<file path="config.mk">
export PLATFORM = sky130hd
export DESIGN_NAME = snake_cmd_queue
export DESIGN_NICKNAME = d
export VERILOG_FILES = /design/src/rtl/snake_cmd_pkg.sv /design/src/rtl/cmd_fifo.sv /design/src/rtl/snake_cmd_queue.sv
export SDC_FILE = /design/constraint.sdc
export NUM_CORES = 1
export LEC_CHECK = 0
export BUFFER_PORTS_ARGS = -buffer_cell sky130_fd_sc_hd__buf_4
export CAP_MARGIN = 10
export CORE_MARGIN = 1
export CORE_UTILIZATION = 40
export DETAILED_ROUTE_END_ITERATION = 8
export SYNTH_ARGS = -nofsm -noshare
export SYNTH_HDL_FRONTEND = slang
export SYNTH_SLANG_ARGS = --single-unit
</file>
<file path="constraint.sdc">
create_clock -name clk -period 2.85 [get_ports clk]
set_clock_uncertainty 0.05 [all_clocks]
set_input_delay 0.57 -clock clk [delete_from_list [all_inputs] [get_ports clk]]
set_output_delay 0.57 -clock clk [all_outputs]
set_load 0.02 [all_outputs]
</file>
<file path="src/rtl/snake_cmd_pkg.sv">
// snake_cmd_pkg: heading encoding, FSM states and key codes for the snake command queue.
// Shared by cmd_fifo and snake_cmd_queue.
package snake_cmd_pkg;

  typedef enum logic [1:0] {
    DIR_UP    = 2'd0,
    DIR_DOWN  = 2'd1,
    DIR_LEFT  = 2'd2,
    DIR_RIGHT = 2'd3
  } dir_t;

  typedef enum logic {
    ST_WAIT = 1'b0,
    ST_PLAY = 1'b1
  } state_t;

  localparam logic [7:0] KEY_UP    = 8'h77;
  localparam logic [7:0] KEY_DOWN  = 8'h73;
  localparam logic [7:0] KEY_LEFT  = 8'h61;
  localparam logic [7:0] KEY_RIGHT = 8'h64;
  localparam logic [7:0] KEY_RESET = 8'h72;
  localparam logic [7:0] KEY_START = 8'h71;

  // Opposite headings differ only in bit 0.
  function automatic logic is_reverse(dir_t a, dir_t b);
    return 2'(a) == (2'(b) ^ 2'd1);
  endfunction

endpackage

</file>
<file path="src/rtl/cmd_fifo.sv">
// cmd_fifo: synchronous direction FIFO, DEPTH entries (power of two),
// with registered count/full/empty flags and a synchronous flush.
module cmd_fifo
  import snake_cmd_pkg::*;
#(
  parameter int unsigned DEPTH = 4,
  parameter int unsigned CNT_W = $clog2(DEPTH + 1)
) (
  input  logic             clk,
  input  logic             rst_n,
  input  logic             flush_i,
  input  logic             push_i,
  input  logic             pop_i,
  input  dir_t             din_i,
  output dir_t             dout_o,
  output logic             full_o,
  output logic             empty_o,
  output logic [CNT_W-1:0] count_o
);

  localparam int unsigned AW = $clog2(DEPTH);

  dir_t             mem_q [DEPTH];
  logic [AW-1:0]    wr_q;
  logic [AW-1:0]    rd_q;
  logic [CNT_W-1:0] cnt_q;
  logic [CNT_W-1:0] cnt_d;
  logic             full_q;
  logic             empty_q;

  assign cnt_d = cnt_q + CNT_W'(push_i) - CNT_W'(pop_i);

  always_ff @(posedge clk) begin
    if (push_i) begin
      mem_q[wr_q] <= din_i;
    end
  end

  always_ff @(posedge clk) begin
    if (!rst_n || flush_i) begin
      wr_q    <= '0;
      rd_q    <= '0;
      cnt_q   <= '0;
      full_q  <= 1'b0;
      empty_q <= 1'b1;
    end else begin
      if (push_i) wr_q <= wr_q + AW'(1);
      if (pop_i)  rd_q <= rd_q + AW'(1);
      cnt_q   <= cnt_d;
      full_q  <= (cnt_d == CNT_W'(DEPTH));
      empty_q <= (cnt_d == '0);
    end
  end

  assign dout_o  = mem_q[rd_q];
  assign full_o  = full_q;
  assign empty_o = empty_q;
  assign count_o = cnt_q;

endmodule

</file>
<file path="src/rtl/snake_cmd_queue.sv">
// snake_cmd_queue: key decode, repeat filter, WAIT/PLAY FSM and heading register.
// Define SNAKE_CMD_CASE_INSENSITIVE_EN to accept uppercase command keys too.
module snake_cmd_queue
  import snake_cmd_pkg::*;
#(
  parameter int unsigned DEPTH      = 4,
  parameter int unsigned CNT_W      = $clog2(DEPTH + 1),
  parameter int unsigned REPEAT_GAP = 1000000,
  parameter logic [1:0]  INIT_DIR   = 2'd3
) (
  input  logic             clk,
  input  logic             rst_n,
  input  logic             key_valid,
  input  logic [7:0]       key_code,
  input  logic             tick,
  output logic [1:0]       dir,
  output logic [3:0]       dir_onehot,
  output logic             cmd_reset,
  output logic             cmd_start,
  output logic             playing,
  output logic [CNT_W-1:0] q_count,
  output logic             overflow
);

  localparam logic [31:0] GAP = 32'(REPEAT_GAP);
  localparam dir_t        INIT = dir_t'(INIT_DIR);

  state_t      state_q;
  dir_t        dir_q;
  dir_t        dir_d;
  logic [3:0]  oh_q;
  logic        rst_pulse_q;
  logic        start_pulse_q;
  logic        ovf_q;
  logic [31:0] rep_cnt_q;
  dir_t        last_dir_q;
  logic        last_vld_q;

  logic [7:0]  code;
  logic        is_dir;
  logic        is_r;
  logic        is_q;
  dir_t        key_dir;

  logic        rep_hit;
  logic        acc_dir;
  logic        do_r;
  logic        do_pop;
  logic        do_push;
  logic        full;
  logic        empty;
  dir_t        head;

  always_comb begin
    code = key_code;
`ifdef SNAKE_CMD_CASE_INSENSITIVE_EN
    if (key_code >= 8'h41 && key_code <= 8'h5A) begin
      code = key_code | 8'h20;
    end
`endif
    is_dir  = 1'b0;
    is_r    = 1'b0;
    is_q    = 1'b0;
    key_dir = DIR_UP;
    unique case (1'b1)
      code == KEY_UP:    begin is_dir = 1'b1; key_dir = DIR_UP;    end
      code == KEY_DOWN:  begin is_dir = 1'b1; key_dir = DIR_DOWN;  end
      code == KEY_LEFT:  begin is_dir = 1'b1; key_dir = DIR_LEFT;  end
      code == KEY_RIGHT: begin is_dir = 1'b1; key_dir = DIR_RIGHT; end
      code == KEY_RESET: is_r = 1'b1;
      code == KEY_START: is_q = 1'b1;
      default: ;
    endcase
  end

  assign rep_hit = last_vld_q && (last_dir_q == key_dir) && (rep_cnt_q < GAP);
  assign do_r    = key_valid && is_r;
  assign acc_dir = key_valid && is_dir && (state_q == ST_PLAY) && !rep_hit;
  assign do_pop  = tick && (state_q == ST_PLAY) && !empty && !do_r;
  // A full FIFO still takes a push when the same cycle pops.
  assign do_push = acc_dir && (!full || do_pop);

  always_comb begin
    dir_d = dir_q;
    if (do_r) begin
      dir_d = INIT;
    end else if (do_pop && !is_reverse(head, dir_q)) begin
      dir_d = head;
    end
  end

  always_ff @(posedge clk) begin
    if (!rst_n) begin
      state_q       <= ST_WAIT;
      dir_q         <= INIT;
      oh_q          <= 4'd1 << INIT_DIR;
      rst_pulse_q   <= 1'b0;
      start_pulse_q <= 1'b0;
      ovf_q         <= 1'b0;
      rep_cnt_q     <= GAP;
      last_dir_q    <= DIR_UP;
      last_vld_q    <= 1'b0;
    end else begin
      dir_q         <= dir_d;
      oh_q          <= 4'd1 << dir_d;
      rst_pulse_q   <= do_r;
      start_pulse_q <= key_valid && is_q && (state_q == ST_WAIT);
      if (rep_cnt_q < GAP) rep_cnt_q <= rep_cnt_q + 32'd1;
      if (do_r) begin
        state_q    <= ST_WAIT;
        ovf_q      <= 1'b0;
        rep_cnt_q  <= GAP;
        last_vld_q <= 1'b0;
      end else begin
        if (key_valid && is_q && state_q == ST_WAIT) state_q <= ST_PLAY;
        if (acc_dir) begin
          last_dir_q <= key_dir;
          last_vld_q <= 1'b1;
          rep_cnt_q  <= '0;
        end
        if (acc_dir && full && !do_pop) ovf_q <= 1'b1;
      end
    end
  end

  cmd_fifo #(
    .DEPTH (DEPTH),
    .CNT_W (CNT_W)
  ) u_fifo (
    .clk     (clk),
    .rst_n   (rst_n),
    .flush_i (do_r),
    .push_i  (do_push),
    .pop_i   (do_pop),
    .din_i   (key_dir),
    .dout_o  (head),
    .full_o  (full),
    .empty_o (empty),
    .count_o (q_count)
  );

  assign dir        = dir_q;
  assign dir_onehot = oh_q;
  assign cmd_reset  = rst_pulse_q;
  assign cmd_start  = start_pulse_q;
  assign playing    = (state_q == ST_PLAY);
  assign overflow   = ovf_q;

endmodule

</file>
==> results of run 1 <==
-- final cells by class --
class	count	share of cell area
Clock inverter	2	0.00995
Multi-Input combinational cell	189	0.395
Timing Repair Buffer	50	0.107
Sequential cell	64	0.387
Inverter	17	0.0181
Clock buffer	14	0.0494
Tap cell	96	0.0341
-- cell usage after synthesis, types with 6 or more instances --
cell      number
clkbuf_1       8
nor3b_1       13
nand3_1        8
nor3_1        18
nor4_1        14
inv_1         17
dfxtp_1       56
ha_1           7
nand2_1       17
edfxtp_1       8
xnor2_1       18
and2_1         9
o21ai_0        8
nor2_1        10
nand4_1        6
-- stage by stage --
stage / cells / util
floorplan: 282 / -
global placement: 416 / 0.486
detailed placement: 416 / 0.486
CTS: 432 / 0.516
global route: 432 / 0.518
finish: 432 / 0.518
-- power groups by stage --
stage,Sequential [mW],Clock (mW),Combinational [mW]
6_report,0.910,0.816,0.0546
5_1_grt,0.909,0.878,0.0595
4_1_cts,0.910,0.839,0.0543
3_5_place_dp,0.930,0,0.0539
3_3_place_gp,0.930,0,0.0531
2_1_floorplan,0.931,0,0.0209
-- worst reg2reg max path, stage by stage, from the launching register on --
cell      delay (ns)
dfxtp_1         0.37
nor4_1          0.35
a311oi_2        0.17
nor2_1          0.27
a311oi_4        0.18
ha_2            0.21
fa_2            0.33
xor2_1          0.15
xnor2_1         0.19
nand2_1         0.09
nor3_1          0.13
-- cells in the final DEF, fill, tap and decap left out, types with 4 or more instances in the layout --
cell	instances
nand4_1	6
nor4_1	14
edfxtp_1	8
nand3_1	8
nor2_1	10
nor3b_1	13
mux2i_1	5
nor3_1	17
xnor2_1	17
dfxtp_1	56
nand2_1	17
inv_1	17
clkbuf_8	10
o21ai_0	8
buf_4	50
ha_1	6
and4_1	4
o31ai_1	4
and2_1	9
-- how the worst min path moves through the flow --
| stage | endpoint | start | cells after the start | slack (ns) |
|---|---|---|---|---|
| 3_3_place_gp | last_dir_q[1]$_SDFFE_PN0P_ | last_dir_q[1]$_SDFFE_PN0P_ | 2 | 0.41 |
| 5_1_grt | rep_cnt_q[26]$_SDFFE_PP0N_ | rep_cnt_q[26]$_SDFFE_PP0N_ | 1 | 0.43 |
| 2_1_floorplan | last_dir_q[1]$_SDFFE_PN0P_ | last_dir_q[1]$_SDFFE_PN0P_ | 2 | 0.39 |
| 3_5_place_dp | last_dir_q[1]$_SDFFE_PN0P_ | last_dir_q[1]$_SDFFE_PN0P_ | 2 | 0.41 |
| 6_report | last_dir_q[1]$_SDFFE_PN0P_ | last_dir_q[1]$_SDFFE_PN0P_ | 2 | 0.42 |
| 4_1_cts | last_dir_q[1]$_SDFFE_PN0P_ | last_dir_q[1]$_SDFFE_PN0P_ | 2 | 0.42 |
-- registers in the layout (all words and copies together), names as in the netlist, named ones only --
signal,cells
last_dir_q,2
u_fifo.count_o,3
playing,1
dir_onehot,4
u_fifo.empty_o,1
dir,2
u_fifo.full_o,1
cmd_reset,1
last_vld_q,1
overflow,1
rep_cnt_q,32
cmd_start,1
u_fifo.wr_q,2
u_fifo.rd_q,2
u_fifo.mem_q,8
-- kinds of logic (layout without fill, tap and decap cells) --
family,after synthesis,count (layout),share of synthesized area
AND/OR/NAND/NOR,117,117,0.243
flip-flops,64,64,0.484
adder cells (fa/ha/maj),8,8,0.0383
buffers and inverters,29,83,0.0405
multiplexers,8,8,0.0378
XOR/XNOR,21,21,0.0654
AO/OA/AOI/OAI,35,35,0.0908
-- per-layer routing --
layer / vias to the layer above / wire, um / GRT usage
li1: 1122 / - / -
met4: 0 / 127 / 0.0939
met1: 1048 / 2900 / 0.237
met2: 30 / 2650 / 0.271
met5: - / 0 / 0
met3: 13 / 175 / 0.0318
==> impl_metrics.prom, run 1 <==
# TYPE chip_impl_metric gauge
chip_impl_info{name="run_status",value="complete, no violations"} 1
chip_impl_metric{name="finalNetCount",unit=""} 351
chip_impl_metric{name="ys_types",unit=""} 51
chip_impl_info{name="cts_tree",value="done"} 1
chip_impl_metric{name="finalHoldViolations",unit=""} 0
chip_impl_metric{name="cap_viol_max_count",unit=""} 0
chip_impl_metric{name="finalCritPeriodShare",unit=""} 0.950
chip_impl_metric{name="rows",unit=""} 30
chip_impl_metric{name="initial_core_util",unit=""} 0.414
chip_impl_info{name="synthDominantAreaCellType",value="dfxtp_1"} 1
chip_impl_info{name="critical_path_class",value="in -> reg"} 1
chip_impl_metric{name="cts.sinks",unit=""} 64
chip_impl_metric{name="synth_async_sr_flop_share",unit=""} 0
chip_impl_metric{name="worstPathRequired",unit="ns"} 3.06
chip_impl_metric{name="relSlewSlack",unit=""} 0.612
chip_impl_metric{name="initial_antenna_violation_count",unit=""} 0
chip_impl_metric{name="cts_buffer_depth",unit=""} 2
chip_impl_metric{name="cts-buffers-inserted",unit=""} 9
chip_impl_metric{name="pwr-share-comb",unit=""} 0.031
chip_impl_info{name="critPathLaunchType",value="input pin"} 1
chip_impl_metric{name="irDropWorstVdd",unit="mV"} 0.246
chip_impl_metric{name="floorplan.core_area",unit="um^2"} 6790
chip_impl_metric{name="dp_worst_setup_slack",unit="ns"} -0.248
chip_impl_metric{name="groute.usage.overall",unit=""} 0.176
chip_impl_info{name="crit_slowest_cell",value="or4b_4"} 1
chip_impl_metric{name="power_density",unit="nW/um^2"} 506
chip_impl_metric{name="sw_frac_of_total",unit=""} 0.204
chip_impl_metric{name="fp.dieW",unit="um"} 85.8
chip_impl_metric{name="wl_per_cell",unit="um"} 13.5
chip_impl_info{name="hold_path_class",value="reg -> reg"} 1
chip_impl_metric{name="cp.depth",unit=""} 11
chip_impl_metric{name="ctsHoldBuffers",unit=""} 0
chip_impl_metric{name="ios",unit=""} 25
chip_impl_metric{name="slew_viol_final",unit=""} 0
chip_impl_info{name="timing.critical_path.to",value="u_fifo.full_o$_SDFF_PP0_"} 1
chip_impl_metric{name="worst-r2r-setup-slack",unit="ns"} 0.27
chip_impl_metric{name="vias",unit=""} 2213
chip_impl_metric{name="final-seq-area",unit="um^2"} 1360
chip_impl_metric{name="final_design_area_no_fill",unit="um^2"} 3520
chip_impl_metric{name="synth.yosys.seq_area_share",unit=""} 0.484
chip_impl_metric{name="postSynthAreaPerCell",unit="um^2"} 9.97
chip_impl_metric{name="clk_pin_slew",unit="ns"} 0.07
chip_impl_metric{name="dieArea",unit="um^2"} 7370
chip_impl_info{name="path_delay_family",value="simple AND/OR/NAND/NOR gates"} 1
chip_impl_info{name="cts-root-buf",value="clkbuf_8"} 1
chip_impl_metric{name="drcViolationCount",unit=""} 0
chip_impl_metric{name="detailedRoute.firstIterationViolations",unit=""} 82
chip_impl_metric{name="antennaDiodeCount",unit=""} 0
chip_impl_info{name="unrepaired_setup_endpoints_after_global_routing",value="false"} 1
chip_impl_info{name="crit_path_start",value="key_code[0]"} 1
chip_impl_metric{name="multiInputGateArea",unit="um^2"} 1390
chip_impl_metric{name="detailedPlacementHpwl",unit="mm"} 4.18
chip_impl_metric{name="net_sw_power",unit="mW"} 0.364
chip_impl_metric{name="setup_viol",unit=""} 0
chip_impl_metric{name="first_pass_iters",unit=""} 4
chip_impl_metric{name="p_leak",unit="nW"} 1.30
chip_impl_metric{name="p_clk_frac",unit=""} 0.458
chip_impl_info{name="crit_path_end_kind",value="flip-flop"} 1
chip_impl_metric{name="synth_seq_cells",unit=""} 64
chip_impl_metric{name="data_arrival_critical_path",unit="ns"} 2.92
chip_impl_metric{name="grt.overflow.total",unit=""} 0
chip_impl_metric{name="ant_nets",unit=""} 0
chip_impl_info{name="regToRegEndpoint",value="u_fifo.full_o$_SDFF_PP0_"} 1
chip_impl_metric{name="post_cts_buffers",unit=""} 0
chip_impl_metric{name="layout.filler_cells",unit=""} 626
chip_impl_metric{name="post-layout-total-power",unit="mW"} 1.78
chip_impl_metric{name="final.min_clock_period",unit="ns"} 2.71
chip_impl_metric{name="synth.net_count",unit=""} 302
chip_impl_metric{name="die_h",unit="um"} 85.8
chip_impl_metric{name="worstMarginPinSlew",unit="ns"} 0.583
chip_impl_metric{name="yosysWarnings",unit=""} 0
chip_impl_metric{name="critPathBufInv",unit=""} 1
chip_impl_info{name="origin_of_the_critical_flop_to_flop_path",value="rep_cnt_q[10]$_SDFFE_PP0N_"} 1
chip_impl_metric{name="synthToLayoutAreaGrowth",unit="%"} 25.2
chip_impl_metric{name="synth_top_area_share",unit=""} 0.399
chip_impl_metric{name="crit_fanout",unit=""} 5
chip_impl_metric{name="gpl.final_weighted_congestion",unit=""} 0.790
chip_impl_metric{name="setup_total_negative_slack",unit="ns"} 0
chip_impl_info{name="timing.critical_path.cells",value="buf_4 > or4b_4 > a21oi_4 > xnor2_2 > a311oi_4 > ha_2 > fa_2 > xor2_1 > xnor2_1 > nand2_1 > nor3_1"} 1
chip_impl_metric{name="post_synth_inst_count",unit=""} 282
chip_impl_metric{name="critPathMaxStageDelay",unit="ns"} 0.54
chip_impl_metric{name="number_of_levels_the_h_tree_was_split_into",unit=""} 3
chip_impl_metric{name="synth_enable_flop_cells",unit=""} 8
chip_impl_info{name="synth.top_cells.by_area",value="dfxtp_1, edfxtp_1, xnor2_1"} 1
chip_impl_metric{name="routed_via_count_divided_by_cell_count",unit=""} 5.12
chip_impl_metric{name="global_route_wire_length_before_repair",unit="mm"} 9.92
chip_impl_metric{name="p_seq_frac",unit=""} 0.511
chip_impl_metric{name="routed_wl",unit="mm"} 5.85
chip_impl_metric{name="grt_start_max_net_pins",unit=""} 18
chip_impl_metric{name="grt_pass1_vias",unit=""} 2039
chip_impl_metric{name="clock_latency_of_the_later_clocked_register_in_the_worst_skew_pair",unit="ns"} 0.34
chip_impl_metric{name="io_buffers",unit=""} 24
chip_impl_metric{name="netlist_area",unit="um^2"} 2810
chip_impl_metric{name="instance_area_after_placement",unit="um^2"} 3300
chip_impl_info{name="synth_flop_cell",value="dfxtp_1"} 1
chip_impl_metric{name="cell_internal_pwr",unit="mW"} 1.42
chip_impl_metric{name="cts.repair.resized",unit=""} 0
chip_impl_metric{name="worst_r2r_path_depth",unit=""} 10
chip_impl_metric{name="drive_gt1_frac",unit=""} 0.235
chip_impl_metric{name="final_critical_path_setup_slack",unit="ns"} 0.142
chip_impl_metric{name="fin_hold_ws",unit="ns"} 0.418
chip_impl_metric{name="fmax",unit="GHz"} 0.369
Note: power is estimated with default switching activity, not from simulation.
==> run 2, diff against run 1 <==
--- a/config.mk
+++ b/config.mk
@@ -9,6 +9,7 @@
 export CAP_MARGIN = 10
 export CORE_MARGIN = 1
 export CORE_UTILIZATION = 40
+export CTS_BUF_LIST = sky130_fd_sc_hd__clkbuf_4 sky130_fd_sc_hd__clkbuf_8 sky130_fd_sc_hd__clkbuf_16
 export DETAILED_ROUTE_END_ITERATION = 8
 export SYNTH_ARGS = -nofsm -noshare
 export SYNTH_HDL_FRONTEND = slang
==> run 2 against run 1 <==
Routed wire length is 1.2% higher; die area stayed put; critical path depth stayed put; clock-buffer cell count stayed put; final area is 0.32% higher; worst hold slack hardly changed; combinational power hardly changed; critical endpoint unchanged; largest power group unchanged; highest routed layer unchanged.
==> impl_metrics.prom, run 2 (synthesis gave the netlist of run 1 again) <==
# TYPE chip_impl_metric gauge
chip_impl_metric{name="setup_total_negative_slack",unit="ns"} 0
chip_impl_metric{name="die_h",unit="um"} 85.8
chip_impl_info{name="hold_path_class",value="reg -> reg"} 1
chip_impl_metric{name="detailedPlacementHpwl",unit="mm"} 4.18
chip_impl_metric{name="rows",unit=""} 30
chip_impl_metric{name="irDropWorstVdd",unit="mV"} 0.240
chip_impl_metric{name="io_buffers",unit=""} 24
chip_impl_info{name="grt_busiest_layer",value="met2"} 1
chip_impl_metric{name="initial_core_util",unit=""} 0.414
chip_impl_metric{name="drive_gt1_frac",unit=""} 0.244
chip_impl_metric{name="ios",unit=""} 25
chip_impl_info{name="critPathLaunchType",value="input pin"} 1
chip_impl_metric{name="data_arrival_critical_path",unit="ns"} 2.92
chip_impl_metric{name="relSlewSlack",unit=""} 0.611
chip_impl_metric{name="fp.dieW",unit="um"} 85.8
chip_impl_metric{name="final-seq-area",unit="um^2"} 1360
chip_impl_info{name="critical_path_class",value="in -> reg"} 1
chip_impl_metric{name="global_route_wire_length_before_repair",unit="mm"} 10.0
chip_impl_metric{name="antennaDiodeCount",unit=""} 0
chip_impl_metric{name="finalCritPeriodShare",unit=""} 0.953
chip_impl_metric{name="p_leak",unit="nW"} 1.31
chip_impl_metric{name="vias",unit=""} 2199
chip_impl_metric{name="cts_buffer_depth",unit=""} 2
chip_impl_metric{name="wl_per_cell",unit="um"} 13.7
chip_impl_info{name="run_status",value="complete, no violations"} 1
chip_impl_metric{name="floorplan.core_area",unit="um^2"} 6790
chip_impl_metric{name="worst-r2r-setup-slack",unit="ns"} 0.27
chip_impl_metric{name="gpl.final_weighted_congestion",unit=""} 0.790
chip_impl_metric{name="ctsHoldBuffers",unit=""} 0
chip_impl_metric{name="finalNetCount",unit=""} 351
chip_impl_metric{name="crit_fanout",unit=""} 5
chip_impl_metric{name="first_pass_iters",unit=""} 4
chip_impl_metric{name="largest_register_ff_count",unit=""} 32
chip_impl_info{name="regMostFlops",value="rep_cnt_q"} 1
chip_impl_info{name="highest_count_cells_in_the_layout_ignoring_fill_and_taps",value="dfxtp_1, buf_4"} 1
chip_impl_metric{name="met3_resource_use_gr",unit=""} 0.0346
chip_impl_metric{name="cts-buffers-inserted",unit=""} 9
chip_impl_metric{name="ant_nets",unit=""} 0
chip_impl_metric{name="routed_wl",unit="mm"} 5.91
chip_impl_metric{name="placedCellCount",unit=""} 416
chip_impl_metric{name="clk_pin_slew",unit="ns"} 0.07
chip_impl_info{name="cts-root-buf",value="clkbuf_8"} 1
chip_impl_info{name="unrepaired_setup_endpoints_after_global_routing",value="false"} 1
chip_impl_metric{name="routed_via_count_divided_by_cell_count",unit=""} 5.09
chip_impl_metric{name="finalHoldViolations",unit=""} 0
chip_impl_metric{name="final_cell_count_no_fill",unit=""} 432
chip_impl_metric{name="setup_viol",unit=""} 0
chip_impl_info{name="hold_start",value="last_dir_q[1]$_SDFFE_PN0P_"} 1
chip_impl_metric{name="worstPathRequired",unit="ns"} 3.05
chip_impl_metric{name="globalRouteMet1Util",unit=""} 0.237
chip_impl_metric{name="drcViolationCount",unit=""} 0
chip_impl_info{name="hold-path-endpoint",value="last_dir_q[1]$_SDFFE_PN0P_"} 1
chip_impl_info{name="layout_commonest_cell",value="dfxtp_1"} 1
chip_impl_metric{name="final.min_clock_period",unit="ns"} 2.71
chip_impl_metric{name="timing.hold.worst_path_depth",unit=""} 2
chip_impl_info{name="cts_tree",value="done"} 1
chip_impl_metric{name="dieArea",unit="um^2"} 7370
chip_impl_metric{name="slew_viol_final",unit=""} 0
chip_impl_metric{name="number_of_levels_the_h_tree_was_split_into",unit=""} 3
chip_impl_metric{name="power_density",unit="nW/um^2"} 511
chip_impl_metric{name="grt.overflow.total",unit=""} 0
chip_impl_metric{name="synthToLayoutAreaGrowth",unit="%"} 25.6
chip_impl_metric{name="worstMarginPinSlew",unit="ns"} 0.584
chip_impl_metric{name="multiInputGateArea",unit="um^2"} 1390
chip_impl_metric{name="worst_r2r_path_depth",unit=""} 10
chip_impl_metric{name="cts.sinks",unit=""} 64
chip_impl_metric{name="detailedRoute.firstIterationViolations",unit=""} 89
chip_impl_info{name="regToRegEndpoint",value="u_fifo.full_o$_SDFF_PP0_"} 1
chip_impl_metric{name="cap_viol_max_count",unit=""} 0
chip_impl_info{name="origin_of_the_critical_flop_to_flop_path",value="rep_cnt_q[10]$_SDFFE_PP0N_"} 1
chip_impl_metric{name="initial_antenna_violation_count",unit=""} 0
chip_impl_metric{name="grt_util_met2",unit=""} 0.277
chip_impl_metric{name="layout.filler_cells",unit=""} 626
chip_impl_info{name="crit_path_end_kind",value="flip-flop"} 1
chip_impl_metric{name="grt_pass1_vias",unit=""} 2056
chip_impl_metric{name="fin_hold_ws",unit="ns"} 0.418
chip_impl_metric{name="grt_start_max_net_pins",unit=""} 18
chip_impl_metric{name="clock_latency_of_the_later_clocked_register_in_the_worst_skew_pair",unit="ns"} 0.33
chip_impl_metric{name="fmax",unit="GHz"} 0.368
chip_impl_metric{name="groute.usage.overall",unit=""} 0.177
## run 2: cell types whose count changed in the layout (fill, tap and decap cells not counted)
cell and delta:
clkbuf_4 +3, clkbuf_1 -3
## run 2: worst max path at each step
stage / start / endpoint / depth (start not counted)
after floorplan: key_code[0] / u_fifo.full_o$_SDFF_PP0_ / 10
after global placement: key_code[0] / u_fifo.full_o$_SDFF_PP0_ / 11
after detailed placement: key_code[0] / u_fifo.full_o$_SDFF_PP0_ / 11
after CTS: key_code[0] / u_fifo.full_o$_SDFF_PP0_ / 11
after global routing: key_code[0] / u_fifo.full_o$_SDFF_PP0_ / 11
final: key_code[0] / u_fifo.full_o$_SDFF_PP0_ / 11
## run 2: area by class of cell
type                    count  share of cell area
multi-input cells         189               0.394
flip-flops and latches     64               0.386
repair buffers             50               0.106
clock buffers              14              0.0524
well taps                  96              0.0340
inverters                  17              0.0181
clock inverters             2             0.00992
## run 2: metal layers
| layer | part of all wire | wire, um |
|---|---|---|
| met1 | 0.49 | 2930 |
| met2 | 0.46 | 2730 |
| met3 | 0.028 | 163 |
| met4 | 0.016 | 97 |
| met5 | 0 | 0 |
## run 2: metrics by stage
stage	total power, mW	util	setup slack [ns]	area [um^2]
after global routing	1.87	0.520	0.0294	3530
final	1.80	0.520	0.135	3530
after floorplan	0.951	-	-0.00688	2840
after CTS	1.83	0.518	0.107	3520
after global placement	0.984	0.486	-0.172	3300
after detailed placement	0.984	0.486	-0.248	3300
## run 2: repair_timing
action / CTS / global route
buffers inserted: 0 / 0
setup endpoints to repair: 0 / 1
hold endpoints to repair: 0 / 0
resized for setup: 0 / 1
## run 2: critical path: stages
cell and delay (ns):
buf_4 0.11, or4b_4 0.54, a21oi_4 0.20, xnor2_2 0.11
a311oi_4 0.40, ha_2 0.25, fa_2 0.18, xor2_1 0.17
xnor2_1 0.15, nand2_1 0.09, nor3_1 0.13
## run 2: power by group
group          internal (mW)  switching [mW]  total (mW)
clock network          0.510           0.330       0.840
logic                 0.0254          0.0291      0.0546
registers              0.910        0.000143       0.910
